==> src/rtl/inst_encoder.sv <==
// inst_encoder: two-stage RV32I instruction encoder feeding an IMEM write port.
// Ports: clk/rst, start/start_addr, request (in_valid/in_ready, op_class,
// funct3, alt, rd, rs1, rs2, imm), IMEM write (imem_we/imem_ready/imem_addr/
// imem_din), count of completed writes, sticky err.
module inst_encoder #(
  parameter int ADDR_W    = 14,
  parameter int BASE_ADDR = 0
) (
  input  logic              clk,
  input  logic              rst,
  input  logic              start,
  input  logic [ADDR_W-1:0] start_addr,
  input  logic              in_valid,
  output logic              in_ready,
  input  logic [3:0]        op_class,
  input  logic [2:0]        funct3,
  input  logic              alt,
  input  logic [4:0]        rd,
  input  logic [4:0]        rs1,
  input  logic [4:0]        rs2,
  input  logic [31:0]       imm,
  output logic              imem_we,
  input  logic              imem_ready,
  output logic [ADDR_W-1:0] imem_addr,
  output logic [31:0]       imem_din,
  output logic [15:0]       count,
  output logic              err
);

  localparam logic [ADDR_W-1:0] BASE = ADDR_W'(BASE_ADDR);

  localparam logic [6:0] OP_LUI = 7'b0110111;
  localparam logic [6:0] OP_AUI = 7'b0010111;
  localparam logic [6:0] OP_JAL = 7'b1101111;
  localparam logic [6:0] OP_JLR = 7'b1100111;
  localparam logic [6:0] OP_BR  = 7'b1100011;
  localparam logic [6:0] OP_LD  = 7'b0000011;
  localparam logic [6:0] OP_ST  = 7'b0100011;
  localparam logic [6:0] OP_OP  = 7'b0110011;
  localparam logic [6:0] OP_IMM = 7'b0010011;
  localparam logic [31:0] NOP   = 32'h0000_0013;

  typedef struct packed {
    logic [3:0]  op;
    logic [2:0]  f3;
    logic        alt;
    logic [4:0]  rd;
    logic [4:0]  rs1;
    logic [4:0]  rs2;
    logic [31:0] imm;
  } req_t;

  req_t        s1;
  logic        s1_valid;
  logic        s2_valid;
  logic [31:0] s2_word;
  logic        s1_adv;
  logic        s2_adv;
  logic        accept;
  logic        wr_done;
  logic [31:0] enc;
  logic        enc_err;

  // start_addr[1:0] are don't-care: writes are word aligned
  logic unused_lsb;
  assign unused_lsb = ^start_addr[1:0];

  assign s2_adv   = !s2_valid || imem_ready;
  assign s1_adv   = s1_valid && s2_adv;
  assign in_ready = !s1_valid || s2_adv;
  assign accept   = in_valid && in_ready;
  assign wr_done  = s2_valid && imem_ready;
  assign imem_we  = s2_valid;
  assign imem_din = s2_word;

  // one-hot op decode
  logic is_lui, is_aui, is_jal, is_jlr, is_br;
  logic is_ld, is_st, is_r, is_i;
  assign is_lui = s1.op == 4'd0;
  assign is_aui = s1.op == 4'd1;
  assign is_jal = s1.op == 4'd2;
  assign is_jlr = s1.op == 4'd3;
  assign is_br  = s1.op == 4'd4;
  assign is_ld  = s1.op == 4'd5;
  assign is_st  = s1.op == 4'd6;
  assign is_r   = s1.op == 4'd7;
  assign is_i   = s1.op == 4'd8;

  // immediate range checks: upper bits must be pure sign extension
  logic i_ok, b_ok, j_ok;
  assign i_ok = &s1.imm[31:11] || ~|s1.imm[31:11];
  assign b_ok = &s1.imm[31:12] || ~|s1.imm[31:12];
  assign j_ok = &s1.imm[31:20] || ~|s1.imm[31:20];

  logic [6:0] f7;
  assign f7 = s1.alt ? 7'b0100000 : 7'b0000000;

  always_comb begin
    enc     = NOP;
    enc_err = 1'b0;
    unique case (1'b1)
      is_lui: begin
        enc     = {s1.imm[31:12], s1.rd, OP_LUI};
        enc_err = |s1.imm[11:0];
      end
      is_aui: begin
        enc     = {s1.imm[31:12], s1.rd, OP_AUI};
        enc_err = |s1.imm[11:0];
      end
      is_jal: begin
        enc     = {s1.imm[20], s1.imm[10:1],
                   s1.imm[11], s1.imm[19:12],
                   s1.rd, OP_JAL};
        enc_err = s1.imm[0] || !j_ok;
      end
      is_jlr: begin
        enc     = {s1.imm[11:0], s1.rs1, 3'b000,
                   s1.rd, OP_JLR};
        enc_err = !i_ok;
      end
      is_br: begin
        enc     = {s1.imm[12], s1.imm[10:5],
                   s1.rs2, s1.rs1, s1.f3,
                   s1.imm[4:1], s1.imm[11], OP_BR};
        enc_err = s1.imm[0] || !b_ok ||
                  s1.f3 == 3'b010 || s1.f3 == 3'b011;
      end
      is_ld: begin
        enc     = {s1.imm[11:0], s1.rs1, s1.f3,
                   s1.rd, OP_LD};
        enc_err = !i_ok || s1.f3 == 3'b011 ||
                  s1.f3 == 3'b110 || s1.f3 == 3'b111;
      end
      is_st: begin
        enc     = {s1.imm[11:5], s1.rs2, s1.rs1,
                   s1.f3, s1.imm[4:0], OP_ST};
        enc_err = !i_ok || s1.f3 >= 3'b011;
      end
      is_r: begin
        enc = {f7, s1.rs2, s1.rs1, s1.f3,
               s1.rd, OP_OP};
      end
      is_i: begin
        if (s1.f3 == 3'b001)
          enc = {7'b0000000, s1.imm[4:0], s1.rs1,
                 s1.f3, s1.rd, OP_IMM};
        else if (s1.f3 == 3'b101)
          enc = {f7, s1.imm[4:0], s1.rs1,
                 s1.f3, s1.rd, OP_IMM};
        else
          enc = {s1.imm[11:0], s1.rs1, s1.f3,
                 s1.rd, OP_IMM};
        enc_err = !i_ok;
      end
      default: begin
        enc     = NOP;
        enc_err = 1'b1;
      end
    endcase
  end

  always_ff @(posedge clk or posedge rst) begin
    if (rst) begin
      s1_valid <= 1'b0;
      s1       <= '0;
    end else begin
      if (accept)
        s1_valid <= 1'b1;
      else if (s1_adv)
        s1_valid <= 1'b0;
      if (accept) begin
        s1.op  <= op_class;
        s1.f3  <= funct3;
        s1.alt <= alt;
        s1.rd  <= rd;
        s1.rs1 <= rs1;
        s1.rs2 <= rs2;
        s1.imm <= imm;
      end
    end
  end

  always_ff @(posedge clk or posedge rst) begin
    if (rst) begin
      s2_valid <= 1'b0;
      s2_word  <= '0;
      err      <= 1'b0;
    end else if (s1_adv) begin
      s2_valid <= 1'b1;
      s2_word  <= enc;
      err      <= err || enc_err;
    end else if (imem_ready) begin
      s2_valid <= 1'b0;
    end
  end

  // start beats a same-cycle completion; the completed
  // word was already presented at the old address
  always_ff @(posedge clk or posedge rst) begin
    if (rst) begin
      imem_addr <= BASE;
      count     <= '0;
    end else if (start) begin
      imem_addr <= {start_addr[ADDR_W-1:2], 2'b00};
      count     <= '0;
    end else if (wr_done) begin
      imem_addr <= imem_addr + ADDR_W'(4);
      if (count != 16'hFFFF)
        count <= count + 16'd1;
    end
  end

endmodule

==> config.mk <==
export PLATFORM = sky130hd
export DESIGN_NAME = inst_encoder
export DESIGN_NICKNAME = d
export VERILOG_FILES = /design/src/rtl/inst_encoder.sv
export SDC_FILE = /design/constraint.sdc
export NUM_CORES = 1
export LEC_CHECK = 0
export ABC_AREA = 1
export BUFFER_PORTS_ARGS = -buffer_cell sky130_fd_sc_hd__buf_2
export CORE_MARGIN = 2
export CORE_UTILIZATION = 54
export CTS_CLUSTER_SIZE = 12
export DETAILED_ROUTE_END_ITERATION = 6
export PLACE_DENSITY = 0.82
export SLEW_MARGIN = 20
export SYNTH_ARGS = -nofsm -noshare
export SYNTH_HDL_FRONTEND = slang
export SYNTH_SLANG_ARGS = --single-unit
==> constraint.sdc <==
create_clock -name clk -period 5.14 [get_ports clk]
set_clock_uncertainty 0.2 [all_clocks]
set_input_delay 0.514 -clock clk [delete_from_list [all_inputs] [get_ports clk]]
set_output_delay 0.514 -clock clk [all_outputs]
set_load 0.02 [all_outputs]
* Word level (Yosys, flattened, before mapping)
Cells that the tools add are included.
** Word-level totals
- Register bits :: 120
- Output and inout bits :: 65
- Input bits :: 74
** Cells by class
- Muxes and demuxes :: 14
- Add/sub/neg operators :: 2
- Reductions and logical operators :: 40
- Equality and inequality tests :: 15
- Magnitude comparators :: 1
** Operator list (number)
- $pmux 32 s9 :: 1
- $mux 32 :: 2
- $mux 16 :: 3
- $mux 14 :: 2
- $reduce_or 12->1 :: 2
- $reduce_and 21->1 :: 1
- $reduce_or 21->1 :: 1
- $reduce_and 20->1 :: 1
- $reduce_or 20->1 :: 1
- $add 16x1->16 const B :: 1
- $eq 4x3->1 const B :: 4
- $ne 16x16->1 const B :: 1
- $add 14x3->14 const B :: 1
- $logic_or 1x1->1 :: 14
- $reduce_and 12->1 :: 1
- $eq 3x3->1 const B :: 3
- $eq 4x2->1 const B :: 2
- $logic_not 1->1 :: 8
- $reduce_bool 2->1 :: 4
- $pmux 1 s7 :: 1
- $eq 3x2->1 const B :: 2
- $mux 6 :: 1
- $eq 4x1->1 const B :: 1
- $eq 4x4->1 const B :: 1
- other kinds (7) :: 13

* Depth between registers and ports, before layout
- Word-level depth :: 9
- Mapped depth :: 12
- Gate-level depth less buffers :: 12

* Worst setup path after synthesis
OpenSTA, ideal clock, no wires.
- Path type :: input port to flip-flop
- Start point :: input imem_ready
- End point :: register s1[10] (netlist bit)
- Arrival :: 1574 ps
- Setup time :: 125 ps
- Stages on the path :: 5
- Data required time :: 4815 ps
- Slack :: 3241 ps
- Path through :: inv_1 > nand3_1 > nand2_1 > buf_2 > mux2_2
** Between the ends
- Word-level cells in the longest chain between the ends :: 3
** Ends and longest elaborated chain
- from (decl) :: line 23 : input logic imem_ready,
- $logic_or 1x1->1 :: line 68 : assign s2_adv = !s2_valid || imem_ready;
- $logic_or 1x1->1 :: line 70 : assign in_ready = !s1_valid || s2_adv;
- named net in_ready :: line 14 : output logic in_ready,
- $logic_and 1x1->1 :: line 71 : assign accept = in_valid && in_ready;
- to (decl) :: line 53 : req_t s1;
The timed path passes the listed nets, and every way through them passes these cells.
A chain may end at the register's enable or synchronous reset.

* Final worst setup path
- Start point :: register s2_valid, in the netlist imem_we
- End point :: register s1[7] (netlist bit)
** Between the ends
- Word-level cells in the longest chain between the ends :: 4
** Ends and longest elaborated chain
- from (decl) :: line 55 : logic s2_valid;
- from (signal assigned) :: line 185 : s2_valid <= 1'b0;
- from (signal assigned) :: line 189 : s2_valid <= 1'b1;
- from (signal assigned) :: line 193 : s2_valid <= 1'b0;
- $logic_not 1->1 :: line 68
- $logic_or 1x1->1 :: line 68
- $logic_or 1x1->1 :: line 70
- $logic_and 1x1->1 :: line 71
Every way passes these cells.

==> impl_metrics.tcl <==
set metrics [dict create \
    hold_end "imem_addr[2]$_DFFE_PP0P_" \
    peakVddDrop_v 0.0002289 \
    wl_per_cell_um 15.01 \
    slew_headroom_pct 50.35 \
    slowest_delay_ns 0.52 \
    critPathArrivalTime_ns 2.37 \
    end_kind "flop" \
    vias_per_cell 5.457 \
    final.setup.tns_ns 0 \
    tightest_slew_ns 0.7447 \
    synth-main-ff-cell "dfrtp_1" \
    cap_violations 0 \
    power.leakage_nw 3.711 \
    cts_sinks 117 \
    drt-pass1-iter-count 5 \
    cts_tree "built" \
    setup_viol 0 \
    period_needed_ns 2.182 \
    routed_wl_um 14760 \
    drc 0 \
    post-route-util_pct 68.74 \
    status "finished, final reports clean" \
    cts.htree.levels 4 \
    r2r_cells 4 \
    syn_inst 701 \
    row_count 37 \
    finalHoldViolCount 0 \
    die-area_um2 11570 \
    fp.dieH_um 107.6 \
    cts_buffers 17 \
    antenna_found_initial 0 \
    min_from "start_addr[2]" \
    ys_seq_area_share_pct 50.53 \
    place_congestion 0.9087 \
    yosysUniqueCellTypes 45 \
    post_cts_buffers 0 \
    critPathRequiredTime_ns 5.33 \
    fp.dieW_um 107.6 \
    path_cells "nand3_1 -> nand2_2 -> buf_4 -> mux2_2" \
    insertion_delay_ns 0.51 \
    total_power_w 0.002981 \
    worst_setup_path_start_kind "flop" \
    grt_pass1_vias 5104 \
    io_pins 139 \
    min_period_over_period_pct 42.44 \
    worst_hold_path_type "input pin to flop" \
    worstHoldPathCells 3 \
    ys_warn_count 0 \
    initial_utilization_pct 55.88 \
    p_per_area_nw_per_um2 418.1 \
    max_freq_mhz 458.4 \
    syn_to_final_growth_pct 23.02 \
    r2r_start "imem_we$_DFFE_PP0P_" \
    cts.clk_slew.worst_paths_ns 0.05 \
    syn_area_um2 5794 \
    r2r_end "s1[7]$_DFFE_PP0P_" \
    rsz0062_at_grt "false" \
    vias 5364 \
    path_max_fanout 35 \
    crit_path_top_delay_cell "nand2_2" \
    nets 914 \
    root_buffer "clkbuf_8" \
    ys_seq_elements 117 \
    final_layout_size_suffix_gt1_share_pct 25.30 \
    synthArstFlopShare_pct 100.0 \
    synth-edff-count 0 \
    slew_violations 0 \
    first_iter_violations 418 \
    path_class "flop to flop" \
    hpwl_um 10640 \
    grt_pass1_wl_um 23830 \
    clock_path_buffers 2 \
    grt_max_degree 84 \
    io_buffers 134 \
    synth.avg_cell_area_um2 8.266 \
    rrSetupSlack_ns 2.96 \
    grt_overflow 0 \
    grt_usage_pct 26.63 \
    core_um2 10370 \
    final_antenna_net_count 0 \
]
worst max-delay path: cells and delay by family, from the launching register on:
kind,cells,cell delay (ns)
simple gates,2,0.66
mux,1,0.38
flops,1,0.38
buf+inv,1,0.42
repair_timing:
item | CTS | global route
endpoints found under the hold margin | 0 | 12
gates resized for setup | 0 | 0
hold buffers | 0 | 1
where the power goes:
group          total [W]  switching, W  internal, W
combinational   0.000660      0.000430     0.000229
sequential       0.00120      0.000125      0.00108
clock            0.00112      0.000383     0.000737
worst max-delay path by stage:
stage                                    from                    to  slack [ns]  cells after the start
after global routing      imem_we$_DFFE_PP0P_     s1[7]$_DFFE_PP0P_        2.85                      4
final                     imem_we$_DFFE_PP0P_     s1[7]$_DFFE_PP0P_        2.96                      4
after global placement             imem_ready    s1[25]$_DFFE_PP0P_        2.72                      6
after floorplan                           rst  count[0]$_DFFE_PP0P_        1.33                      1
after CTS                 imem_we$_DFFE_PP0P_     s1[7]$_DFFE_PP0P_        2.96                      4
after detailed placement           imem_ready     s1[7]$_DFFE_PP0P_        2.68                      6
registers in the layout (all words and copies together) (netlist names):
register	count
imem_din	31
count	16
err	1
imem_addr	12
s1_valid	1
imem_we	1
s1	55
synthesized netlist by cell type (9+ instances only):
| master | number | share of area (%) |
|---|---|---|
| nand2_1 | 182 | 12 |
| dfrtp_1 | 117 | 51 |
| nor2_1 | 105 | 6.8 |
| inv_1 | 63 | 4.1 |
| a21oi_1 | 46 | 4.0 |
| nand3_1 | 26 | 2.2 |
| mux2_2 | 23 | 4.5 |
| o21ai_0 | 15 | 1.3 |
| o21ai_1 | 13 | 1.1 |
| nor3_1 | 10 | 0.86 |
| xor2_1 | 10 | 1.5 |
| o22ai_1 | 9 | 0.97 |
metal layers:
layer  global-route usage, %  share of wire [%]
met1                   33.16                 41
met2                   44.61                 49
met3                   6.174                7.5
met4                   11.08                2.6
met5                       0                  0
placed cells by master, fill, tap and decap left out, drive strengths merged, types with 22 or more instances in the layout:
cell type  count
o21ai         29
nand2        187
mux2          23
dfrtp        117
nand3         27
inv           70
clkbuf        22
nor2         109
a21oi         47
buf          138
final cells by class:
| cell class | instances | area [um^2] |
|---|---|---|
| Fill cell | 840 | 3242 |
| Sequential cell | 117 | 2928 |
| Multi-Input combinational cell | 493 | 2481 |
| Timing Repair Buffer | 139 | 710.7 |
| Clock buffer | 22 | 483.0 |
| Inverter | 70 | 277.8 |
| Tap cell | 136 | 170.2 |
| Clock inverter | 5 | 75.07 |
| Antenna cell | 1 | 2.502 |
metrics by stage:
stage          hold WS (ns)  cell area, um^2  setup WS (ns)  cells
6_report            0.02710             7128          2.958    983
5_1_grt             0.01565             7126          2.847    982
4_1_cts            0.009231             7113          2.958    981
3_5_place_dp         0.2651             6555          2.680    954
3_3_place_gp         0.2607             6555          2.716    954
2_1_floorplan        0.2797             5798          1.325    702
cells by family (layout without fill, tap and decap cells):
kind of cell               count (synthesis)  count (layout)  synth area share (%)
AOI/OAI and AO/OA                        111             111                 11.16
adders and majority gates                  2               2                0.4318
buffers and inverters                     92             236                 6.759
DFF                                      117             117                 50.53
and+or+nand+nor                          340             340                 24.31
other                                      1               3               0.06472
muxes                                     23              23                 4.470
xor gates and xnor gates                  15              15                 2.267
Power figures use the tool's default switching activity.
